`config.mk`:
```
export PLATFORM = sky130hd
export DESIGN_NAME = mux2_arbiter_flat
export DESIGN_NICKNAME = d
export VERILOG_FILES = /design/src/rtl/mux2_arbiter_if.sv /design/src/rtl/mux2_arbiter.sv /design/src/flat_wrapper.sv
export SDC_FILE = /design/constraint.sdc
export NUM_CORES = 1
export LEC_CHECK = 0
export ABC_AREA = 1
export CORE_MARGIN = 2
export CORE_UTILIZATION = 35
export DETAILED_ROUTE_END_ITERATION = 10
export PLACE_DENSITY = 0.86
export SLEW_MARGIN = 20
export SYNTH_ARGS = -nofsm -noshare
export SYNTH_HDL_FRONTEND = slang
export SYNTH_SLANG_ARGS = --single-unit
```
`constraint.sdc`:
```
create_clock -name clk -period 2.2 [get_ports clk]
set_input_delay 0.55 -clock clk [delete_from_list [all_inputs] [get_ports clk]]
set_output_delay 0.55 -clock clk [all_outputs]
set_load 0.05 [all_outputs]
```
`src/rtl/mux2_arbiter_if.sv`:
```
// mux2_arbiter_if: requester, downstream and status signals of the two-way packet arbiter
interface mux2_arbiter_if #(parameter int WIDTH = 8);
  logic             req_a;
  logic [WIDTH-1:0] dat_a;
  logic             last_a;
  logic             req_b;
  logic [WIDTH-1:0] dat_b;
  logic             last_b;
  logic             gnt_a;
  logic             gnt_b;
  logic             out_valid;
  logic [WIDTH-1:0] out_data;
  logic             out_ready;
  logic             sel;
  logic             busy;
  modport slave (
    input  req_a, dat_a, last_a, req_b, dat_b, last_b, out_ready,
    output gnt_a, gnt_b, out_valid, out_data, sel, busy
  );
  modport master (
    output req_a, dat_a, last_a, req_b, dat_b, last_b, out_ready,
    input  gnt_a, gnt_b, out_valid, out_data, sel, busy
  );
endinterface

```
`src/rtl/mux2_arbiter.sv`:
```
// mux2_arbiter: packet-locked round-robin arbiter muxing two requesters onto one stream
module mux2_arbiter #(parameter int WIDTH = 8) (
  input  logic          clk,
  input  logic          rst_n,
  mux2_arbiter_if.slave bus
);
  typedef enum logic [1:0] {IDLE, OWN_A, OWN_B} state_t;
  state_t           r_state;
  logic             r_sel;
  logic             r_prio;
  logic             w_gnt_a;
  logic             w_gnt_b;
  logic             w_valid;
  logic [WIDTH-1:0] w_data;
  // grants and valid decode from the registered owner, so IDLE never grants
  always_comb begin
    w_gnt_a = r_state == OWN_A && bus.req_a && bus.out_ready;
    w_gnt_b = r_state == OWN_B && bus.req_b && bus.out_ready;
    w_valid = r_state == OWN_A ? bus.req_a : r_state == OWN_B ? bus.req_b : 1'b0;
    w_data  = r_sel ? bus.dat_b : bus.dat_a;
  end
  assign bus.gnt_a     = w_gnt_a;
  assign bus.gnt_b     = w_gnt_b;
  assign bus.out_valid = w_valid;
  assign bus.out_data  = w_data;
  assign bus.sel       = r_sel;
  assign bus.busy      = r_state != IDLE;
  // ownership FSM: arbitrate in IDLE, hold until the owner's last beat, then hand over without a bubble
  always_ff @(posedge clk or negedge rst_n) begin
    if (!rst_n) begin
      r_state <= IDLE;
      r_sel   <= 1'b0;
      r_prio  <= 1'b0;
    end else begin
      case (r_state)
        IDLE: begin
          if (bus.req_a && (!bus.req_b || !r_prio)) begin
            r_state <= OWN_A;
            r_sel   <= 1'b0;
          end else if (bus.req_b) begin
            r_state <= OWN_B;
            r_sel   <= 1'b1;
          end
        end
        OWN_A: begin
          if (w_gnt_a && bus.last_a) begin
            r_prio <= 1'b1;
            if (bus.req_b) begin
              r_state <= OWN_B;
              r_sel   <= 1'b1;
            end else begin
              r_state <= IDLE;
            end
          end
        end
        OWN_B: begin
          if (w_gnt_b && bus.last_b) begin
            r_prio <= 1'b0;
            if (bus.req_a) begin
              r_state <= OWN_A;
              r_sel   <= 1'b0;
            end else begin
              r_state <= IDLE;
            end
          end
        end
        default: r_state <= IDLE;
      endcase
    end
  end
endmodule

```
`src/flat_wrapper.sv`:
```
// flat-port wrapper written by rule: the top's interface ports become plain ports
module mux2_arbiter_flat 
#(parameter int WIDTH = 8)
  (clk, rst_n, bus_req_a, bus_dat_a, bus_last_a, bus_req_b, bus_dat_b, bus_last_b, bus_out_ready, bus_gnt_a, bus_gnt_b, bus_out_valid, bus_out_data, bus_sel, bus_busy);
  mux2_arbiter_if #(.WIDTH(WIDTH)) bus_i ();
  input  logic clk;
  input  logic rst_n;
  input wire logic [$bits(bus_i.req_a)-1:0] bus_req_a;
  input wire logic [$bits(bus_i.dat_a)-1:0] bus_dat_a;
  input wire logic [$bits(bus_i.last_a)-1:0] bus_last_a;
  input wire logic [$bits(bus_i.req_b)-1:0] bus_req_b;
  input wire logic [$bits(bus_i.dat_b)-1:0] bus_dat_b;
  input wire logic [$bits(bus_i.last_b)-1:0] bus_last_b;
  input wire logic [$bits(bus_i.out_ready)-1:0] bus_out_ready;
  output wire logic [$bits(bus_i.gnt_a)-1:0] bus_gnt_a;
  output wire logic [$bits(bus_i.gnt_b)-1:0] bus_gnt_b;
  output wire logic [$bits(bus_i.out_valid)-1:0] bus_out_valid;
  output wire logic [$bits(bus_i.out_data)-1:0] bus_out_data;
  output wire logic [$bits(bus_i.sel)-1:0] bus_sel;
  output wire logic [$bits(bus_i.busy)-1:0] bus_busy;
  assign bus_i.req_a = bus_req_a;
  assign bus_i.dat_a = bus_dat_a;
  assign bus_i.last_a = bus_last_a;
  assign bus_i.req_b = bus_req_b;
  assign bus_i.dat_b = bus_dat_b;
  assign bus_i.last_b = bus_last_b;
  assign bus_i.out_ready = bus_out_ready;
  assign bus_gnt_a = bus_i.gnt_a;
  assign bus_gnt_b = bus_i.gnt_b;
  assign bus_out_valid = bus_i.out_valid;
  assign bus_out_data = bus_i.out_data;
  assign bus_sel = bus_i.sel;
  assign bus_busy = bus_i.busy;
  mux2_arbiter #(.WIDTH(WIDTH)) u_core (.clk(clk), .rst_n(rst_n), .bus(bus_i));
endmodule
```
# After elaboration in Yosys (flattened, before gate mapping)
# Index checks and enable logic that the tools add are counted.
# Widths: inputs -> output; s select.
# totals
reg_bits	4
input_bits	23
output_inout_bits	13
wordCells	45
# classes
eq_ne	6
n_mux	19
n_reduce_logical	17
# ops
operator	n
$mux 1	10
$mux 2	5
$mux 8	1
$logic_and 1x1->1	7
$ne 2x2->1 const B	3
$pmux 2 s3	1
$reduce_and 3->1	2
$reduce_and 4->1	1
$reduce_bool 2->1	2
$ne 3x2->1 const B	1
$pmux 1 s3	1
$reduce_bool 3->1	1
$eq 2x1->1 const B	1
$eq 2x2->1 const B	1
$logic_not 1->1	2
$logic_not 2->1	1
$pmux 1 s2	1
$logic_or 1x1->1	1

# Longest topological paths before layout
# logic_depth
word_depth	6
ltp_mapped	8
ltp_nobuf	8

# Worst setup path after synthesis
# OpenSTA, ideal clock, no wires.
# synth_timing
kind	flip-flop to output port
start	reg u_core.r_state[0]
end	out bus_out_valid
t_arrival_ps	2013
required_time_ps	1650
setup_slack_ps	-363
path_stages_with_launch	5
path_buffers	0
path_cell_list	dfrtp_1 inv_1 ha_1 inv_1 o31ai_1
# synth_via
elab_chain_cells	3
word_cells_on_any_way	4
cone_classes	eq/ne (2); mux (2)
# synth_rtl
element	line	rtl
start: declaration	mux2_arbiter.sv:8	state_t r_state;
start signal: assignment	mux2_arbiter.sv:31	r_state <= IDLE;
start signal: assignment	mux2_arbiter.sv:38	r_state <= OWN_A;
start signal: assignment	mux2_arbiter.sv:41	r_state <= OWN_B;
$eq 2x2->1	mux2_arbiter.sv:19	w_valid = r_state == OWN_A ? bus.req_a : r_state == OWN_B ? bus.req_b : 1'b0;
$mux 1	mux2_arbiter.sv:19	
$mux 1 *	mux2_arbiter.sv:19	
end: declaration	flat_wrapper.sv:17	output wire logic [$bits(bus_i.out_valid)-1:0] bus_out_valid;
# Mark *: on every way between the ends. The rest lies on a longest branch, timed or not.

# Worst setup path after layout
# layout_timing
start	in bus_req_b
end	out bus_out_valid
# layout_via
elab_chain_cells	2
# layout_rtl
element	line	rtl
start: declaration	flat_wrapper.sv:11	input wire logic [$bits(bus_i.req_b)-1:0] bus_req_b;
$mux 1 (2 in a row)	mux2_arbiter.sv:19	
# No other way between the ends.

==> metrics.txt <==
die extent in y=41.20 um; worst path setup slack after routing=97.73 ps; kind of critical path=in2out; worst relative slew slack=75.04%; pin count of the biggest net entering global routing=13; starting DRC count in detailed routing=20; highest achievable clock rate=475.7 MHz; clock tree from TritonCTS=yes; post-CTS repair timing setup buffer count=0; die area=0.001697 sq mm; number of flops mapped to enable cells by yosys=0; Peak VDD IR=0.9633 mV; total clock buffers created by CTS=3; data arrival time of the critical path=1550 ps; library cells used by synthesis=16; number of resized instances in the post-cts repair step=1; synthesized netlist net count=112; required time of the worst setup path=1650 ps; cell at the root of the clock tree=sky130_fd_sc_hd__clkbuf_4; Yosys Warn Count=0; latest clock arrival within the worst-skew pair=240 ps; Synth top cells by count=sky130_fd_sc_hd__nand2_1, sky130_fd_sc_hd__inv_1, sky130_fd_sc_hd__ha_1, sky130_fd_sc_hd__nand3_1, sky130_fd_sc_hd__dfrtp_1; I/O pins=36; most used flip-flop cell after synthesis=sky130_fd_sc_hd__dfrtp_1; fraction of post-synthesis cell area in the top cell type by area=31.78%; total iterations of the first detailed-routing run=4; slew at the pin closest to its max-slew limit=374.4 ps; mean area per synthesized cell=5.764 sq um; number of placement rows=13; grt total ovfl=0; share of layout cells above drive strength 1=20.49%; via count normalized by instance count=4.781; result of the run=complete, no violations; effective utilization at floorplan=37.21%; Final Hold Slack=496.1 ps; total number of vias=655; clk sink count=4; Detail Placement HPWL=1353 um; number of hold-repair buffers added at the cts stage=0; area of the core region=0.001301 sq mm; skew final=2.943 ps; total inserted antenna cells=0; Final Cell Area=0.001027 sq mm; vias in the first global route=521; final setup violation count=0; number of slew-limit violations in the final report=0; largest buffer count on any clock path=2; Seq cells post-synth=4; cell type with the largest total area after synthesis=sky130_fd_sc_hd__nand2_1; shortest clock period the worst path allows after layout=2102 ps; post-route clock period utilization=95.56%; per-cell routed wire length=11.92 um; leakage power figure=0.5218 nW; count of mapped cells out of synthesis=84; number of antenna violations at the first check in global routing=0; global-route wire length before repair=2166 um; Max-Cap Viols=0; antenna viol nets, final=0; class of the tightest hold or removal check=reg2reg; cell with the most instances after synthesis=sky130_fd_sc_hd__nand2_1; clock slew seen by the registers of the worst setup and hold paths=40 ps; total routed wirelength=1633 um; final estimated routing congestion in global placement=0.8551; Synth async-reset ratio=100.0%; count of port buffers added during placement=35; sequential fraction of the synthesis area=20.67%; Pwr per Cell Area=1331 mW/mm^2; element type at the critical path end=primary output; number of design rule violations left after detail routing=0; number of hold violations in the final report=0; Area growth, synth to finish=112.1%; htree depth=1; total routing resource utilization after global routing=20.38%; overall die width=41.20 um; largest fanout on the critical path=3; final layout net count=152; Worst Setup Slack post-DPL=61.93 ps; startpoint class of the critical path=primary input; top cells by area, synth=sky130_fd_sc_hd__nand2_1, sky130_fd_sc_hd__dfrtp_1, sky130_fd_sc_hd__ha_1; Post-Place Cell Area=978.4 sq um; final total negative setup slack=0 ps; post-synth design cell area=484.2 sq um
-- stage by stage --
| step | util (%) | std cells | power [mW] |
|---|---|---|---|
| after floorplan | - | 84 | 0.7677 |
| final | 78.94 | 137 | 1.367 |
| after CTS | 77.12 | 137 | 1.346 |
| after global placement | 75.19 | 134 | 1.221 |
| after global routing | 78.94 | 137 | 1.459 |
| after detailed placement | 75.19 | 134 | 1.242 |
-- metal layers --
| layer | part of all wire (%) | GRT usage [%] | up-vias |
|---|---|---|---|
| met5 | 0 | 0 | - |
| met4 | 2.5 | 14.52 | 0 |
| met3 | 2.5 | 3.261 | 4 |
| met2 | 57 | 35.55 | 18 |
| met1 | 37 | 21.97 | 289 |
| li1 | - | - | 344 |
-- path summary, 6_finish.rpt --
kind,startpoint,cells past startpoint,slack (ps),endpoint
max in group asynchronous,rst_n,1,1530,u_core.bus.sel
min in group asynchronous,rst_n,1,510,u_core.r_state[0]
worst max-delay path,bus_req_b,4,100,bus_out_valid
worst min register to register,u_core.r_prio,2,500,u_core.r_prio
worst min-delay path,u_core.r_prio,2,500,u_core.r_prio
worst max register to register,u_core.r_state[0],7,710,u_core.r_state[1]
-- layout make-up --
cell class | instances | area [sq um]
fillers | 92 | 274.0
repair buffers | 36 | 475.5
multi-input cells | 68 | 369.1
clock buffers | 3 | 22.52
flip-flops and latches | 4 | 100.1
inverters | 11 | 41.29
well taps | 15 | 18.77
-- placed cells by master, fill, tap and decap left out, types with 3 or more instances in the layout --
master                            instances
sky130_fd_sc_hd__clkdlybuf4s50_1         22
sky130_fd_sc_hd__buf_12                  12
sky130_fd_sc_hd__nand4_1                  3
sky130_fd_sc_hd__clkbuf_4                 3
sky130_fd_sc_hd__a21oi_1                  3
sky130_fd_sc_hd__dfrtp_1                  4
sky130_fd_sc_hd__nand2_1                 41
sky130_fd_sc_hd__nand3_1                  5
sky130_fd_sc_hd__inv_1                   11
sky130_fd_sc_hd__ha_1                     3
-- worst max-delay path: stages --
cell and delay, ps:
sky130_fd_sc_hd__clkdlybuf4s50_1 510, sky130_fd_sc_hd__inv_1 100, sky130_fd_sc_hd__o31ai_4 220, sky130_fd_sc_hd__buf_12 170
-- sequential cells by signal (all words and copies together) (netlist names) --
name / cells
u_core.r_state: 2
u_core.r_prio: 1
u_core.bus.sel: 1
-- cell families after synthesis --
group / share of synthesized area (%)
AND/OR/NAND/NOR: 48.06
buffers and inverters: 9.560
AO/OA/AOI/OAI: 8.785
adder cells (fa/ha/maj): 12.92
flip-flops: 20.67
-- report_power, final --
| group | total, mW | internal, mW | switching, mW |
|---|---|---|---|
| combinational | 1.11 | 0.479 | 0.636 |
| clock | 0.0920 | 0.0611 | 0.0309 |
| sequential | 0.161 | 0.107 | 0.0537 |
(Power assumes the default switching activity.)
